### config.mk
export PLATFORM = sky130hd
export DESIGN_NAME = ntt_stage_seq_flat
export DESIGN_NICKNAME = d
export VERILOG_FILES = /design/src/rtl/ntt_stage_seq_pkg.sv /design/src/rtl/ntt_stage_seq_if.sv /design/src/rtl/ntt_stage_seq_track.sv /design/src/rtl/ntt_stage_seq.sv /design/src/flat_wrapper.sv
export SDC_FILE = /design/constraint.sdc
export NUM_CORES = 1
export LEC_CHECK = 0
export ABC_AREA = 1
export BUFFER_PORTS_ARGS = -buffer_cell sky130_fd_sc_hd__buf_2
export CORE_UTILIZATION = 53
export CTS_CLUSTER_DIAMETER = 50
export CTS_CLUSTER_SIZE = 14
export DETAILED_ROUTE_END_ITERATION = 8
export PLACE_DENSITY = 0.87
export RECOVER_POWER = 25
export REMOVE_ABC_BUFFERS = 1
export SKIP_CTS_REPAIR_TIMING = 1
export SYNTH_ARGS = -nofsm -noshare
export SYNTH_HDL_FRONTEND = slang
export SYNTH_SLANG_ARGS = --single-unit
### constraint.sdc
create_clock -name clk -period 1.69 [get_ports clk]
set_input_delay 0.2535 -clock clk [delete_from_list [all_inputs] [get_ports clk]]
set_output_delay 0.2535 -clock clk [all_outputs]
set_load 0.03 [all_outputs]
### src/rtl/ntt_stage_seq_pkg.sv
// Shared types and stage-geometry helpers for the NTT/INTT stage sequencer.
// Default stage count, multiplier depth and fifo1 address width live here as overridable macros.
`ifndef NTT_STAGE_CNT
`define NTT_STAGE_CNT 3
`endif
`ifndef MUL_STAGE_CNT
`define MUL_STAGE_CNT 4
`endif
`ifndef MAX_FIFO_ADDR_BITS
`define MAX_FIFO_ADDR_BITS 8
`endif

package ntt_stage_seq_pkg;

    localparam int FIFO_ADDR_W = `MAX_FIFO_ADDR_BITS;

    typedef logic [`MAX_FIFO_ADDR_BITS-1:0] fifo_addr_t;

    // log2 of the fifo1 depth: NTT shrinks towards the output, INTT grows.
    function automatic int stage_log2(input int i, input int inv,
                                      input int stages = `NTT_STAGE_CNT);
        return (inv != 0) ? i : (stages - 1 - i);
    endfunction

    function automatic int stage_depth(input int i, input int inv,
                                       input int stages = `NTT_STAGE_CNT);
        return 1 << stage_log2(i, inv, stages);
    endfunction

    // The extra cycle covers the dp_ram output flop.
    function automatic int stage_delay(input int i, input int inv, input int mul_lat,
                                       input int stages = `NTT_STAGE_CNT);
        return stage_depth(i, inv, stages) + mul_lat + 1;
    endfunction

endpackage

### src/rtl/ntt_stage_seq_if.sv
// Bundle between the stage sequencer and its consumers (fifo_cts, dp_ram delay lines).
// slave = sequencer side, master = stimulus / consumer side.
interface ntt_stage_seq_if
    import ntt_stage_seq_pkg::*;
#(
    parameter int STAGES = `NTT_STAGE_CNT
);
    logic                     in_valid;
    logic       [STAGES-1:0]  stage_valid;
    fifo_addr_t [STAGES-1:0]  fifo1_addr;
    logic       [STAGES-1:0]  sw_sel;
    logic       [STAGES-1:0]  fifo_en;
    logic                     poly_done;

    modport master (
        output in_valid,
        input  stage_valid, fifo1_addr, sw_sel, fifo_en, poly_done
    );

    modport slave (
        input  in_valid,
        output stage_valid, fifo1_addr, sw_sel, fifo_en, poly_done
    );
endinterface

### src/rtl/ntt_stage_seq_track.sv
// Per-stage tracker: valid delay line of D(i) cycles, pair counter, registered fifo1 address/switch select.
// fifo_en is the registered OR of the delay line when NTT_FIFO_GATE_EN is defined, else constant 1 out of reset.
module ntt_stage_track
    import ntt_stage_seq_pkg::*;
#(
    parameter int STAGES  = `NTT_STAGE_CNT,
    parameter int IDX     = 0,
    parameter int INV     = 0,
    parameter int MUL_LAT = `MUL_STAGE_CNT
) (
    input  logic              clk,
    input  logic              rst_n,
    input  logic              vld_i,
    output logic              vld_o,
    output logic [STAGES-1:0] cnt_o,
    output fifo_addr_t        addr_o,
    output logic              sel_o,
    output logic              en_o
);
    localparam int LOG_D = stage_log2(IDX, INV, STAGES);
    localparam int DLY   = stage_delay(IDX, INV, MUL_LAT, STAGES);

    if (LOG_D > FIFO_ADDR_W) begin : g_width_chk
        $error("ntt_stage_track: stage %0d needs %0d address bits, only %0d available",
               IDX, LOG_D, FIFO_ADDR_W);
    end

    logic [DLY-1:0]    sr_q, sr_d;
    logic [STAGES-1:0] cnt_q, cnt_d;
    fifo_addr_t        addr_q, addr_d;
    logic              sel_q, sel_d;
    logic              en_q, en_d;
    fifo_addr_t        cnt_addr;

    // A single-entry fifo1 has no address bits to decode.
    if (LOG_D == 0) begin : g_addr_const
        assign cnt_addr = '0;
    end else begin : g_addr_cnt
        assign cnt_addr = fifo_addr_t'(cnt_q[LOG_D-1:0]);
    end

    always_comb begin
        sr_d   = {sr_q[DLY-2:0], vld_i};
        cnt_d  = cnt_q;
        addr_d = addr_q;
        sel_d  = sel_q;
        if (vld_i) begin
            cnt_d  = cnt_q + 1'b1;
            addr_d = cnt_addr;
            sel_d  = cnt_q[LOG_D];
        end
`ifdef NTT_FIFO_GATE_EN
        en_d = vld_i | (|sr_q);
`else
        en_d = 1'b1;
`endif
    end

    always_ff @(posedge clk or negedge rst_n) begin
        if (!rst_n) begin
            sr_q   <= '0;
            cnt_q  <= '0;
            addr_q <= '0;
            sel_q  <= 1'b0;
            en_q   <= 1'b0;
        end else begin
            sr_q   <= sr_d;
            cnt_q  <= cnt_d;
            addr_q <= addr_d;
            sel_q  <= sel_d;
            en_q   <= en_d;
        end
    end

    assign vld_o  = sr_q[DLY-1];
    assign cnt_o  = cnt_q;
    assign addr_o = addr_q;
    assign sel_o  = sel_q;
    assign en_o   = en_q;
endmodule

### src/rtl/ntt_stage_seq.sv
// NTT/INTT stage sequencer: chains per-stage valid tracking and flags the last pair of each polynomial.
// Optional NTT_FIFO_GATE_EN gates fifo_en to cycles with data in flight; no backpressure, in_valid is never stalled.
module ntt_stage_seq
    import ntt_stage_seq_pkg::*;
#(
    parameter int STAGES  = `NTT_STAGE_CNT,
    parameter int MUL_LAT = `MUL_STAGE_CNT,
    parameter int INV     = 0
) (
    input  logic         clk,
    input  logic         rst_n,
    ntt_stage_seq_if.slave bus
);
    logic [STAGES:0]   vld_chain;
    logic [STAGES-1:0] cnt_arr [STAGES];
    fifo_addr_t        addr_arr [STAGES];
    logic [STAGES-1:0] sel_arr;
    logic [STAGES-1:0] en_arr;
    logic              poly_done_q, poly_done_d;

    // Masked so nothing is reported as valid while reset is held.
    assign vld_chain[0] = bus.in_valid & rst_n;

    for (genvar i = 0; i < STAGES; i++) begin : g_stage
        ntt_stage_track #(
            .STAGES  (STAGES),
            .IDX     (i),
            .INV     (INV),
            .MUL_LAT (MUL_LAT)
        ) u_track (
            .clk    (clk),
            .rst_n  (rst_n),
            .vld_i  (vld_chain[i]),
            .vld_o  (vld_chain[i+1]),
            .cnt_o  (cnt_arr[i]),
            .addr_o (addr_arr[i]),
            .sel_o  (sel_arr[i]),
            .en_o   (en_arr[i])
        );
        assign bus.fifo1_addr[i] = addr_arr[i];
    end

    assign poly_done_d = vld_chain[STAGES-1] & (cnt_arr[STAGES-1] == '1);

    always_ff @(posedge clk or negedge rst_n) begin
        if (!rst_n) begin
            poly_done_q <= 1'b0;
        end else begin
            poly_done_q <= poly_done_d;
        end
    end

    assign bus.stage_valid = vld_chain[STAGES-1:0];
    assign bus.sw_sel      = sel_arr;
    assign bus.fifo_en     = en_arr;
    assign bus.poly_done   = poly_done_q;
endmodule
### src/flat_wrapper.sv
// flat-port wrapper written by rule: the top's interface ports become plain ports
module ntt_stage_seq_flat import ntt_stage_seq_pkg::*;
#(
    parameter int STAGES  = `NTT_STAGE_CNT,
    parameter int MUL_LAT = `MUL_STAGE_CNT,
    parameter int INV     = 0
)
  (clk, rst_n, bus_in_valid, bus_stage_valid, bus_fifo1_addr, bus_sw_sel, bus_fifo_en, bus_poly_done);
  ntt_stage_seq_if #(.STAGES(STAGES)) bus_i ();
  input  logic clk;
  input  logic rst_n;
  input wire logic [$bits(bus_i.in_valid)-1:0] bus_in_valid;
  output wire logic [$bits(bus_i.stage_valid)-1:0] bus_stage_valid;
  output wire logic [$bits(bus_i.fifo1_addr)-1:0] bus_fifo1_addr;
  output wire logic [$bits(bus_i.sw_sel)-1:0] bus_sw_sel;
  output wire logic [$bits(bus_i.fifo_en)-1:0] bus_fifo_en;
  output wire logic [$bits(bus_i.poly_done)-1:0] bus_poly_done;
  assign bus_i.in_valid = bus_in_valid;
  assign bus_stage_valid = bus_i.stage_valid;
  assign bus_fifo1_addr = bus_i.fifo1_addr;
  assign bus_sw_sel = bus_i.sw_sel;
  assign bus_fifo_en = bus_i.fifo_en;
  assign bus_poly_done = bus_i.poly_done;
  ntt_stage_seq #(.STAGES(STAGES), .MUL_LAT(MUL_LAT), .INV(INV)) u_core (.clk(clk), .rst_n(rst_n), .bus(bus_i));
endmodule
==> results.md <==
* Remaining DRCs at 0
* Worst endpoint data arrival time at 1320 ps
* Number of synthesized register bits at 32
* Post-layout power at 2021 uW
* Die extent in y at 50.74 um
* Hold Crit Start: bus_in_valid
* DP Cell Count at 146
* Post-DRT Antenna Nets at 0
* First-pass iteration count of the detailed router at 3
* Clock Tree Buf Depth at 2
* Critical register-to-register path startpoint: u_core.g_stage[2].u_track.cnt_o[0]$_DFFE_PN0P_
* Synth Instances at 111
* Adder-cell share of the synthesized area at under 10%
* Crit path kind: primary input to primary output
* Pins over their slew limit at 0
* Clock root cell: sky130_fd_sc_hd__clkbuf_4
* Sink Count at 32
* Number of I/O pins at 37
* Number of warnings issued by yosys at 0
* Critical Path Sink Type: primary output
* Type of the worst min-delay path: primary input to flop
* Post-detailed-route wirelength per cell at 10.31 um
* Worst skew pair latency at ~330 ps
* Routed via count divided by cell count at 4.316
* Portion of the post-synthesis area used by sequential elements at 63.62%
* Netlist cell types at 14
* Global-route wire length before repair at 2746 um
* Number of non-filler instances in the completed layout at 155
* Sequential standard cell area at 800.8 um2
* Mux contribution to synthesized area at 0%
* Final worst path period share at 93.04%
* CTS H-tree lvls at 2
* Clk slew on worst S/H paths at 90 ps
* Total clock buffers created by CTS at 5
* Critical path origin: rst_n
* Max capacitance violation total at 0
* Time the worst path needs with I/O delays and setup at around 1600 ps
* Final setup TNS at 0 ps
* Crit-path max cell delay at between 500 and 600 ps
* Area of the core at 0.002233 mm2
* Dominant combinational cell family by area after synthesis: buffers and inverters
* Required arrival time at the worst endpoint at approximately 1400 ps
* Result of the run: finished clean
* Area enclosed by the die boundary at 0.002574 mm2
* Via count of the first global-routing pass at between 600 and 700
* Buffers on Ports at 15
* TritonCTS clock tree: yes
* Nets at roughly 130
* Number of endpoints with negative hold slack in the final report at 0
* Overall track demand over capacity in global routing at 15.74%
* Initial core utilization at a little under three fifths
* Critical path buffers and inverters at 4
* Fillers at 198
* Detailed placement HPWL at 1139 um
* FMAX at 636.0 MHz
* Share of layout cells above drive strength 1 at 20.47%
* Antenna diode count at 0
* Worst clock skew at 12.11 ps
* Pwr per Cell Area at approximately 1500 mW/mm2
* DRT Wirelength at 1598 um
* Placer Congestion at slightly above 0.7
* Setup repair after global routing missed its margin: no
* Die Span X at 50.74 um
* Area overhead of the layout relative to synthesis at 4.871%
* Compound-Gate Fraction of Synth Area at 1.590%
* Share of synthesized cell area in and, or, nand and nor gates at 9.841%
* Critical path startpoint category: primary input
* Cell row count at 17
* Synth area leaders: sky130_fd_sc_hd__dfrtp_1 64%, sky130_fd_sc_hd__buf_4 18%, sky130_fd_sc_hd__nand2_1 7.8%
* Aggregate global routing overflow at 0
* Cell leakage power at 0.0007525 uW
* Starting DRT DRC Count at 8
* Multi-input gate area at 281.5 um2
* Synth Cell Area at 0.001259 mm2
* Antenna violations before repair at 0
* Gate family responsible for the most delay along the worst path: buffers and inverters
* Mean post-synth cell area at 11.34 um2
* Total via count after detailed routing at roughly 670
* Share of the synthesized area in the top cell type at roughly 64%
* Count of endpoints failing setup in the final report at 0
* Largest net degree at the start of global routing at 19
* Maximum ir drop on the vdd rail at 1.098 mV
* Crit path cell chain: dlygate4sd3_1, buf_2, nand2_2, inv_2, buf_2
* Critical Path Most Common Cell: sky130_fd_sc_hd__buf_2
* Cell with the biggest individual delay on the critical path: sky130_fd_sc_hd__dlygate4sd3_1
* Critical-path maximum fanout at 8
* XOR/XNOR Fraction of Synth Area at 1.392%
* Cell accounting for the most synthesized area: sky130_fd_sc_hd__dfrtp_1
## metrics by stage
step	utilization, %	instance area (um2)	worst slack (ps)	hold slack [ps]
3_3_place_gp	55.24	1234	630.6	257.2
2_1_floorplan	-	1109	612.8	-42.09
6_report	59.10	1320	117.6	203.8
3_5_place_dp	55.24	1234	598.4	270.4
4_1_cts	58.66	1310	331.2	-99.85
5_1_grt	59.10	1320	56.25	192.6
## report_power, final
part / switching (uW) / internal (uW)
clock network: 246 / 310
registers: 99.4 / 918
logic: 317 / 131
total: 663 / 1360
## state kept, by name, indices dropped and copies added, names as in the netlist
register and count:
u_core.bus.poly_done 1, u_core.g_stage.u_track.addr_o 3, u_core.g_stage.u_track.cnt_o 8, u_core.g_stage.u_track.en_o 1
u_core.g_stage.u_track.sel_o 3, u_core.g_stage.u_track.sr_q 16
## final timing paths
kind,end,slack [ps],cells past startpoint
worst min-delay path,u_core.g_stage[0].u_track.cnt_o[2]$_DFFE_PN0P_,200,3
max in group asynchronous,u_core.g_stage[0].u_track.en_o$_DFF_PN0_,1050,3
worst max register to register,u_core.g_stage[2].u_track.cnt_o[2]$_DFFE_PN0P_,580,4
worst max-delay path,bus_stage_valid[0],120,5
worst min register to register,u_core.g_stage[1].u_track.sr_q[5]$_DFF_PN0_,350,0
min in group asynchronous,u_core.g_stage[1].u_track.sr_q[2]$_DFF_PN0_,440,3
## placed cells by master (no fill, tap or decap)
cell type                       instances
sky130_fd_sc_hd__conb_1                22
sky130_fd_sc_hd__nand4_1                1
sky130_fd_sc_hd__nand2_2                1
sky130_fd_sc_hd__inv_2                  1
sky130_fd_sc_hd__a21oi_1                1
sky130_fd_sc_hd__inv_1                  6
sky130_fd_sc_hd__ha_1                   3
sky130_fd_sc_hd__bufinv_16              1
sky130_fd_sc_hd__buf_4                  2
sky130_fd_sc_hd__nand2_1               26
sky130_fd_sc_hd__nand3_1                2
sky130_fd_sc_hd__xor2_1                 2
sky130_fd_sc_hd__clkbuf_1               1
sky130_fd_sc_hd__buf_2                 15
sky130_fd_sc_hd__dlygate4sd3_1          1
sky130_fd_sc_hd__clkinv_2               1
sky130_fd_sc_hd__o21ai_0                3
sky130_fd_sc_hd__clkbuf_4               5
sky130_fd_sc_hd__dfrtp_1               32
sky130_fd_sc_hd__nor2_1                 1
## worst reg2reg max path, stage by stage (launching register included)
cell                      delay, ps
sky130_fd_sc_hd__dfrtp_1        430
sky130_fd_sc_hd__ha_1           210
sky130_fd_sc_hd__ha_1           260
sky130_fd_sc_hd__nand2_1         70
sky130_fd_sc_hd__nand2_1         50
## area by class of cell
type                            count  area share (%)
Clock buffer                        6           3.128
Timing Repair Buffer               18           7.583
Multi-Input combinational cell     62           21.33
Inverter                            7           1.991
Tap cell                           28           2.654
Sequential cell                    32           60.66
Clock inverter                      2           2.654
## kinds of logic (layout without fill, tap and decap cells)
logic type / Yosys count / in the layout
buffers and inverters: 37 / 33
flip-flops: 32 / 32
AND/OR/NAND/NOR: 31 / 31
AO/OA/AOI/OAI: 4 / 4
adder cells (fa/ha/maj): 3 / 3
other: 2 / 22
XOR/XNOR: 2 / 2
## per-layer routing
layer	part of all wire, %	wire length (um)	global-route usage [%]	up-vias
met5	0	0	0	-
met1	42	667	17.65	325
met3	6.8	108	8.182	5
li1	-	-	-	314
met2	50	793	24.22	25
met4	1.8	29	8.333	0
## cell usage after synthesis (all sizes together)
cell type and n:
nand2 27, a21oi 1, nor2 1, xor2 2
nand4 1, buf 30, dfrtp 32, o21ai 3
nand3 2, conb 2, inv 7, ha 3
Note: power is estimated with default switching activity, not from simulation.
